==> config.mk <==
export PLATFORM = sky130hd
export DESIGN_NAME = asrm_regbank
export DESIGN_NICKNAME = d
export VERILOG_FILES = /design/src/rtl/asrm_pkg.sv /design/src/rtl/asrm_stack_ctl.sv /design/src/rtl/asrm_regbank.sv
export SDC_FILE = /design/constraint.sdc
export NUM_CORES = 1
export LEC_CHECK = 0
export CAP_MARGIN = 10
export CORE_MARGIN = 8
export CORE_UTILIZATION = 35
export CTS_BUF_LIST = sky130_fd_sc_hd__clkbuf_16
export CTS_CLUSTER_DIAMETER = 120
export DETAILED_ROUTE_END_ITERATION = 6
export PLACE_DENSITY = 0.55
export SYNTH_ARGS = -nofsm -noshare
export SYNTH_HDL_FRONTEND = slang
export SYNTH_HIERARCHICAL = 1
export SYNTH_SLANG_ARGS = --single-unit
==> constraint.sdc <==
create_clock -name clk -period 10.4 [get_ports clk]
set_input_delay 1.04 -clock clk [delete_from_list [all_inputs] [get_ports clk]]
set_output_delay 1.04 -clock clk [all_outputs]
set_load 0.005 [all_outputs]
==> src/rtl/asrm_pkg.sv <==
// Shared definitions for the ASRM register bank: controller state encodings
// and the default indexes of the special-purpose registers.
package asrm_pkg;

    typedef enum logic [1:0] {
        ST_RUN   = 2'd0,
        ST_STALL = 2'd1,
        ST_FAULT = 2'd2
    } state_t;

    localparam int SR_ID_DEF = 13;
    localparam int SP_ID_DEF = 14;
    localparam int PC_ID_DEF = 15;

endpackage

==> src/rtl/asrm_stack_ctl.sv <==
// Stack-pointer controller: next SP for a push or pop, with separate flags
// for a bounds violation and for the illegal push-and-pop combination.
module asrm_stack_ctl #(
    parameter int WORDSIZE = 16,
    parameter int SP_RESET = 4,
    parameter int SP_MAX   = 255
) (
    input  logic [WORDSIZE-1:0] sp,
    input  logic                push,
    input  logic                pop,
    output logic [WORDSIZE-1:0] sp_next,
    output logic                bound_fault,
    output logic                illegal_op
);

    localparam logic [WORDSIZE-1:0] FLOOR   = WORDSIZE'(SP_RESET);
    localparam logic [WORDSIZE-1:0] CEILING = WORDSIZE'(SP_MAX);

    // NOTE: every output gets a default before the case so no latch is inferred.
    always_comb begin
        sp_next     = sp;
        bound_fault = 1'b0;
        illegal_op  = 1'b0;
        unique case ({push, pop})
            2'b10: begin
                if (sp == CEILING) bound_fault = 1'b1;
                else               sp_next     = sp + WORDSIZE'(1);
            end
            2'b01: begin
                if (sp == FLOOR) bound_fault = 1'b1;
                else             sp_next     = sp - WORDSIZE'(1);
            end
            2'b11:   illegal_op = 1'b1;
            default: ;
        endcase
    end

endmodule

==> src/rtl/asrm_regbank.sv <==
// Architectural register bank with PC/SP/SR special registers, a commit
// handshake that stalls on memory, and a sticky stack-fault state.
module asrm_regbank
    import asrm_pkg::*;
#(
    parameter int WORDSIZE  = 16,
    parameter int REG_COUNT = 16,
    parameter int SR_ID     = SR_ID_DEF,
    parameter int SP_ID     = SP_ID_DEF,
    parameter int PC_ID     = PC_ID_DEF,
    parameter int SP_RESET  = 4,
    parameter int SP_MAX    = 255,
    localparam int IW       = $clog2(REG_COUNT)
) (
    input  logic                clk,
    input  logic                reset,
    input  logic                step_valid,
    output logic                step_ready,
    input  logic                mem_busy,
    input  logic                wr_en,
    input  logic [IW-1:0]       wr_idx,
    input  logic [WORDSIZE-1:0] wr_data,
    input  logic                push,
    input  logic                pop,
    input  logic [IW-1:0]       rd_a_idx,
    input  logic [IW-1:0]       rd_b_idx,
    output logic [WORDSIZE-1:0] rd_a_data,
    output logic [WORDSIZE-1:0] rd_b_data,
    output logic [WORDSIZE-1:0] pc,
    output logic [WORDSIZE-1:0] sp,
    output logic [WORDSIZE-1:0] sr,
    output logic                stack_fault,
    input  logic                fault_clr
);

    localparam logic [IW-1:0] SR_IX = IW'(SR_ID);
    localparam logic [IW-1:0] SP_IX = IW'(SP_ID);
    localparam logic [IW-1:0] PC_IX = IW'(PC_ID);

    state_t              state, state_next;
    logic [WORDSIZE-1:0] regs [REG_COUNT];
    logic [WORDSIZE-1:0] sp_next;
    logic                bound_fault, illegal_op;
    logic                commit, commit_fault, sp_write, pc_write;

    asrm_stack_ctl #(
        .WORDSIZE (WORDSIZE),
        .SP_RESET (SP_RESET),
        .SP_MAX   (SP_MAX)
    ) u_stack_ctl (
        .sp          (regs[SP_IX]),
        .push        (push),
        .pop         (pop),
        .sp_next     (sp_next),
        .bound_fault (bound_fault),
        .illegal_op  (illegal_op)
    );

    assign step_ready = (state == ST_RUN) && !mem_busy;
    assign commit     = step_valid && step_ready;
    assign sp_write   = wr_en && (wr_idx == SP_IX);
    assign pc_write   = wr_en && (wr_idx == PC_IX);
    // An explicit SP write replaces the push/pop result, so its bounds are moot.
    assign commit_fault = commit && (illegal_op || (bound_fault && !sp_write));

    always_ff @(posedge clk or posedge reset) begin
        if (reset) state <= ST_RUN;
        else       state <= state_next;
    end

    always_comb begin
        state_next = state;
        unique case (state)
            ST_RUN: begin
                if (commit_fault)  state_next = ST_FAULT;
                else if (mem_busy) state_next = ST_STALL;
            end
            ST_STALL: if (!mem_busy) state_next = ST_RUN;
            ST_FAULT: if (fault_clr) state_next = ST_RUN;
            default:  state_next = ST_RUN;
        endcase
    end

    // NOTE: the register array is reset element by element because the
    // architecture defines power-on values for every register.
    always_ff @(posedge clk or posedge reset) begin
        if (reset) begin
            for (int i = 0; i < REG_COUNT; i++) regs[i] <= '0;
            regs[SR_IX] <= WORDSIZE'(1);
            regs[SP_IX] <= WORDSIZE'(SP_RESET);
            regs[PC_IX] <= '0;
        end else if (commit && !commit_fault) begin
            // NOTE: non-blocking assignments let later PC/SP lines override the
            // generic write without ordering hazards against the read ports.
            for (int i = 0; i < REG_COUNT; i++) begin
                if (wr_en && (wr_idx == IW'(i))) regs[i] <= wr_data;
            end
            if (!pc_write) regs[PC_IX] <= regs[PC_IX] + WORDSIZE'(1);
            if (!sp_write) regs[SP_IX] <= sp_next;
        end
    end

    assign rd_a_data   = regs[rd_a_idx];
    assign rd_b_data   = regs[rd_b_idx];
    assign pc          = regs[PC_IX];
    assign sp          = regs[SP_IX];
    assign sr          = regs[SR_IX];
    assign stack_fault = (state == ST_FAULT);

endmodule
==> results of run 1 <==
-- metal layers --
layer	up-vias	global-route usage, %	part of all wire, %
met2	348	31.1	48
li1	4422	-	-
met5	-	0	0
met4	0	4.88	2.5
met3	67	3.54	5.5
met1	5633	25.6	44
-- final cells by class --
| class | count | area [µm²] |
|---|---|---|
| fill | 4146 | 26400 |
| clock inverter | 23 | 179 |
| multi-input combinational | 708 | 8290 |
| inverter | 16 | 67.6 |
| clock buffer | 31 | 776 |
| timing repair buffer | 132 | 1270 |
| sequential | 258 | 6460 |
| tap | 592 | 741 |
-- how the worst max path moves through the flow --
stage | startpoint | end | slack (ns) | depth (start not counted)
floorplan | reset | pc[0] | 2.26 | 1
global placement | rd_a_idx[0] | rd_a_data[14] | 5.44 | 5
detailed placement | rd_a_idx[0] | rd_a_data[14] | 5.43 | 5
CTS | rd_a_idx[0] | rd_a_data[14] | 5.43 | 5
global route | rd_a_idx[0] | rd_a_data[11] | 5.31 | 5
finish | rd_a_idx[0] | rd_a_data[14] | 5.49 | 5
-- flip-flops by register name (all words and copies together), names as in the netlist --
signal and count:
pc 16, regs 208, sp 16, sr 16, state 2
-- through the flow --
step	hold slack, ns	util, %	std cells	setup slack [ns]	power, mW
after floorplan	0.468	-	1128	2.26	1.77
after global placement	0.483	38.1	1706	5.44	2.03
after detailed placement	0.501	38.1	1706	5.43	2.04
after CTS	0.501	40.2	1760	5.43	3.09
after global routing	0.525	40.2	1760	5.31	3.20
final	0.503	40.2	1760	5.49	3.06
-- cells by family after synthesis --
family | Yosys count | share of synthesized area (%)
and+or+nand+nor | 154 | 5.94
AOI/OAI and AO/OA | 143 | 5.99
DFF | 258 | 41.2
buffers and inverters | 162 | 5.86
muxes | 404 | 40.4
adders and majority gates | 7 | 0.559
-- worst max-delay path, delay by kind of cell --
kind	cells	cell delay, ns
buffers and inverters	3	1.69
multiplexers	2	1.10
-- power groups by stage --
| stage | clock network [mW] | logic [mW] | registers, mW |
|---|---|---|---|
| 2_1_floorplan | 0 | 0.561 | 1.21 |
| 3_3_place_gp | 0 | 0.710 | 1.32 |
| 3_5_place_dp | 0 | 0.719 | 1.32 |
| 4_1_cts | 1.06 | 0.723 | 1.31 |
| 5_1_grt | 1.10 | 0.777 | 1.33 |
| 6_report | 1.03 | 0.716 | 1.31 |
-- placed cells by master, fill, tap and decap left out, drive strengths merged, types with 3 or more instances in the layout --
cell and n:
o21ai 53, mux2i 20, a211oi 7, or3 5, a21oi 15, buf 19, mux4 160, o22ai 8
a2bb2oi 4, nor4 7, inv 24, ha 7, or4 5, clkdlybuf4s50 113, and4 4, clkbuf 31
nand2b 4, clkinv 12, and3 5, o41ai 3, bufinv 3, a31oi 12, nand2 35, nand4 11
dfrtp 256, mux2 224, o211ai 11, a221oi 3, and2 3, nand3 20, nor2 23, nor2b 3
a22oi 5, nor3 18
==> metrics.cfg, run 1 <==
[die]
initial_core_util_pct=35.4
io-pin-count=118
coreArea_mm2=0.0442
die_area_mm2=0.0518
fp.dieH_um=228
row_count=77
die_x_um=228

[place]
globalplace.congestion=0.850
placed_area_mm2=0.0168
io_buffers=117
dp_hpwl_um=31300

[critical_path]
cp_max_fo=35
crit_chain=buf_4 > buf_4 > mux4_2 > mux4_2 > clkdlybuf4s50_1
cp_slowest_cell=buf_4
endpoint_kind=output pin
required_ns=9.36
r2r_end=pc[14]
worstPathArrival_ns=3.87
startpoint_type=input port
worstReg2RegStart=sp[13]
path_class=in2out
rrSetupSlack_ns=6.02
critPathMaxStageDelay_ns=0.63
r2r_cells=7

[synthesis]
netlist_top_cells_count=dfrtp_1, mux2_2, mux4_2, buf_4, o21ai_0
synthTopCellsByArea=dfrtp_1, mux4_2, mux2_2
synth_top_area_share_pct=40.9
ys_warn_count=6
syn-cell-area_mm2=0.0157
synth-edff-count=0
syn_avg_cell_area_um2=13.9
async_flop_share_pct=100
synth_cell_type_count=76
ys_seq_area_share_pct=41.2
ys_ff_latch=258
syn_inst=1128
synth_flop_cell=dfrtp_1
synth_top_area_cell=dfrtp_1
synth_most_common_cell=dfrtp_1
syn_nets=1171

[final_layout]
final_area_mm2=0.0178
area_growth_pct=13.6
drive_gt1_share_pct=40.5
fin_nets=1190
antenna_cells=0

[routing]
wirelength_um=48900
first_iter_violations=875
num_vias=10500
drc=0
dr.pass1.iters=5
wl_per_cell_um=27.8
ant_nets=0
viasPerCell=5.95

[pwr]
switching_share_pct=31.3
p_int_mw=2.10
powerDensity_mw_per_mm2=172
combPwrFrac_pct=23.4
clkPwrFrac_pct=33.7
p_leak_nw=7.47
switchingPower_mw=0.956
p_seq_share_pct=42.8
ir_drop_v=0.000116

[global_route]
grt_usage_pct=18.9
grt_max_degree=128
antenna_found_initial=0
grt_pass1_wl_um=73800
grt_pass1_vias=10700
grt_overflow=0

[worst_hold_path]
whs_endpoint=state[0]
worstHoldPathCells=1
hp-start=state[1]
hold_class=reg2reg

[clock_network]
cts_tree=built
postCtsSetupBuffers=0
cts_hold_buf=0
ctsLongestPathBuffers=3
cts_buffers=31
clkSinkCount=258
clock_tree.root_cell=clkbuf_16
htree_levels=1
clkLatencyLatePin_ns=0.55
clk_pin_slew_ns=0.06
cts_resized=0

[sta]
post-route-period-util_pct=47.2
timing.final.hold_violations=0
max_freq_ghz=0.204
slew_headroom_pct=24.4
fin_crit_ns=4.91
finalMaxSlewViolations=0
setup_viol=0
rsz0062_at_grt=no
worst_slew_pin_slew_ns=1.13
setup_tns_ns=0
clock_skew_ns=0.0190

[outcome]
outcome=complete, no violations

[job]
max_cap_violations=0

No activity file was read; power rests on OpenSTA's default activity.
==> run 2, diff against run 1 <==
==> constraint.sdc (replaced) <==
create_clock -name clk -period 4.8 [get_ports clk]
set_input_delay 0.48 -clock clk [delete_from_list [all_inputs] [get_ports clk]]
set_output_delay 0.48 -clock clk [all_outputs]
set_load 0.005 [all_outputs]
==> run 2 against run 1 <==
  * First-iteration DRC count grew 20%
  * Cell count grew 1.5%
  * Clock skew shrank 0.0096 ns
  * Via count grew 3.3%
  * Largest cell class unchanged
  * Clock power grew 110%
  * Sequential share of layout area shrank 0.45 points
  * Register-to-register slack lost 4.9 ns
  * Worst hold slack lost 0.018 ns
  * Design area grew 1.2%
  * Count of clock-buffer cells in the layout is the same
  * Critical path type is now reg2reg
  * Largest power group unchanged
==> metrics.cfg, run 2 (synthesized netlist as in run 1, its figures left out) <==
[outcome]
outcome=complete, no violations

[routing]
dr.pass1.iters=5
wl_per_cell_um=28.4
first_iter_violations=1054
drc=0
num_vias=10800
viasPerCell=6.05
wirelength_um=50700
ant_nets=0

[clock_network]
cts_resized=0
cts_buffers=30
htree_levels=1
ctsLongestPathBuffers=3
postCtsSetupBuffers=0
clkLatencyLatePin_ns=0.56
clkSinkCount=258
cts_hold_buf=0
clk_pin_slew_ns=0.06
clock_tree.root_cell=clkbuf_16
cts_tree=built

[final_layout]
num-fill-cells=4154
largest_register_ffs=208
layoutNonFillerInstCount=1787
drive_gt1_share_pct=41.6
top_register=regs
layout_common_cells=dfrtp_1, mux2_2, mux4_2, clkdlybuf4s50_1, o21ai_0
antenna_cells=0
final_common_cell=dfrtp_1
area_growth_pct=15.0
final_area_mm2=0.0180
fin_nets=1216
fin_util_pct=40.7

[pwr]
powerDensity_mw_per_mm2=368
p_leak_nw=7.60
ir_drop_v=0.000228

[sta]
max_freq_ghz=0.269
clock_skew_ns=0.00938
rsz0062_at_grt=no
slew_headroom_pct=26.2
setup_viol=0
setup_tns_ns=0
fin_crit_ns=3.72
worst_slew_pin_slew_ns=1.11
timing.final.hold_violations=0
holdWs_ns=0.485
finalMaxSlewViolations=0
post-route-period-util_pct=77.4

[global_route]
grt_max_degree=104
antenna_found_initial=0
grt_overflow=0
grt_pass1_vias=10900
grt_usage_pct=19.6
grt_pass1_wl_um=75800

[die]
die_area_mm2=0.0518
row_count=77
io-pin-count=118
fp.dieH_um=228
initial_core_util_pct=35.4
coreArea_mm2=0.0442
die_x_um=228

[place]
dp_cells=1733
globalplace.congestion=0.872
io_buffers=117
placed_area_mm2=0.0171
dp_hpwl_um=33200

[critical_path]
startpoint_type=flop
worstPathArrival_ns=4.16
crit_chain=or4_1 > nor4_2 > a22oi_1 > nor2_1 > nor4b_2 > and2_0 > nand2_2 > mux2_2
required_ns=5.25
cp_max_fo=16
r2r_cells=8
critPathMaxStageDelay_ns=0.64
path_class=reg2reg
cp_slowest_cell=or4_1
endpoint_kind=flop

[worst_hold_path]
worstHoldPathCells=2
hold_class=in2reg

[job]
max_cap_violations=0

==> run 2: changes by cell type in the layout (fill, tap and decap cells not counted), moves of 2 or more <==
cell / before / now
buf_4: 19 / 40
bufinv_16: 3 / 1
clkinvlp_4: 0 / 3
buf_12: 0 / 6
==> run 2: area by class of cell <==
type	count	area [µm²]	area share (%)
multi-input cells	708	8290	46.0
well taps	592	741	4.11
clock buffers	31	776	4.31
clock inverters	23	128	0.709
repair buffers	159	1550	8.62
flip-flops and latches	258	6460	35.9
inverters	16	63.8	0.354
==> run 2: through the flow <==
stage / power, mW / worst slack [ns]
after floorplan: 3.83 / 0.922
after global placement: 4.49 / 1.06
after detailed placement: 4.51 / 1.00
after CTS: 6.68 / 1.07
after global routing: 6.93 / 0.836
final: 6.63 / 1.08
==> run 2: worst max-delay path: cells and delay by family (launching register included) <==
kind	cells	cell delay [ns]
AOI/OAI and AO/OA	1	0.20
DFF	1	0.46
muxes	1	0.41
and+or+nand+nor	6	2.52
==> run 2: power by group <==
part	internal, mW	switching [mW]	leakage (nW)	total (mW)
Combinational	0.893	0.898	3.64	1.79
Clock	1.21	0.942	0.472	2.15
Sequential	2.40	0.294	3.48	2.69
==> run 2: final timing paths <==
kind | startpoint | to | slack, ns
max | sp[15] | regs[241] | 1.08
min | fault_clr | state[1] | 0.48
max reg2reg | sp[15] | regs[241] | 1.08
min reg2reg | state[1] | state[0] | 0.50
max in group asynchronous | reset | sr[0] | 3.22
min in group asynchronous | reset | regs[104] | 0.51
==> run 2: per-layer routing <==
| layer | wire length, µm | up-vias | global-route usage (%) |
|---|---|---|---|
| li1 | - | 4485 | - |
| met1 | 21700 | 5831 | 27.1 |
| met2 | 24400 | 414 | 31.9 |
| met3 | 3270 | 83 | 3.45 |
| met4 | 1300 | 0 | 4.93 |
| met5 | 0 | - | 0 |
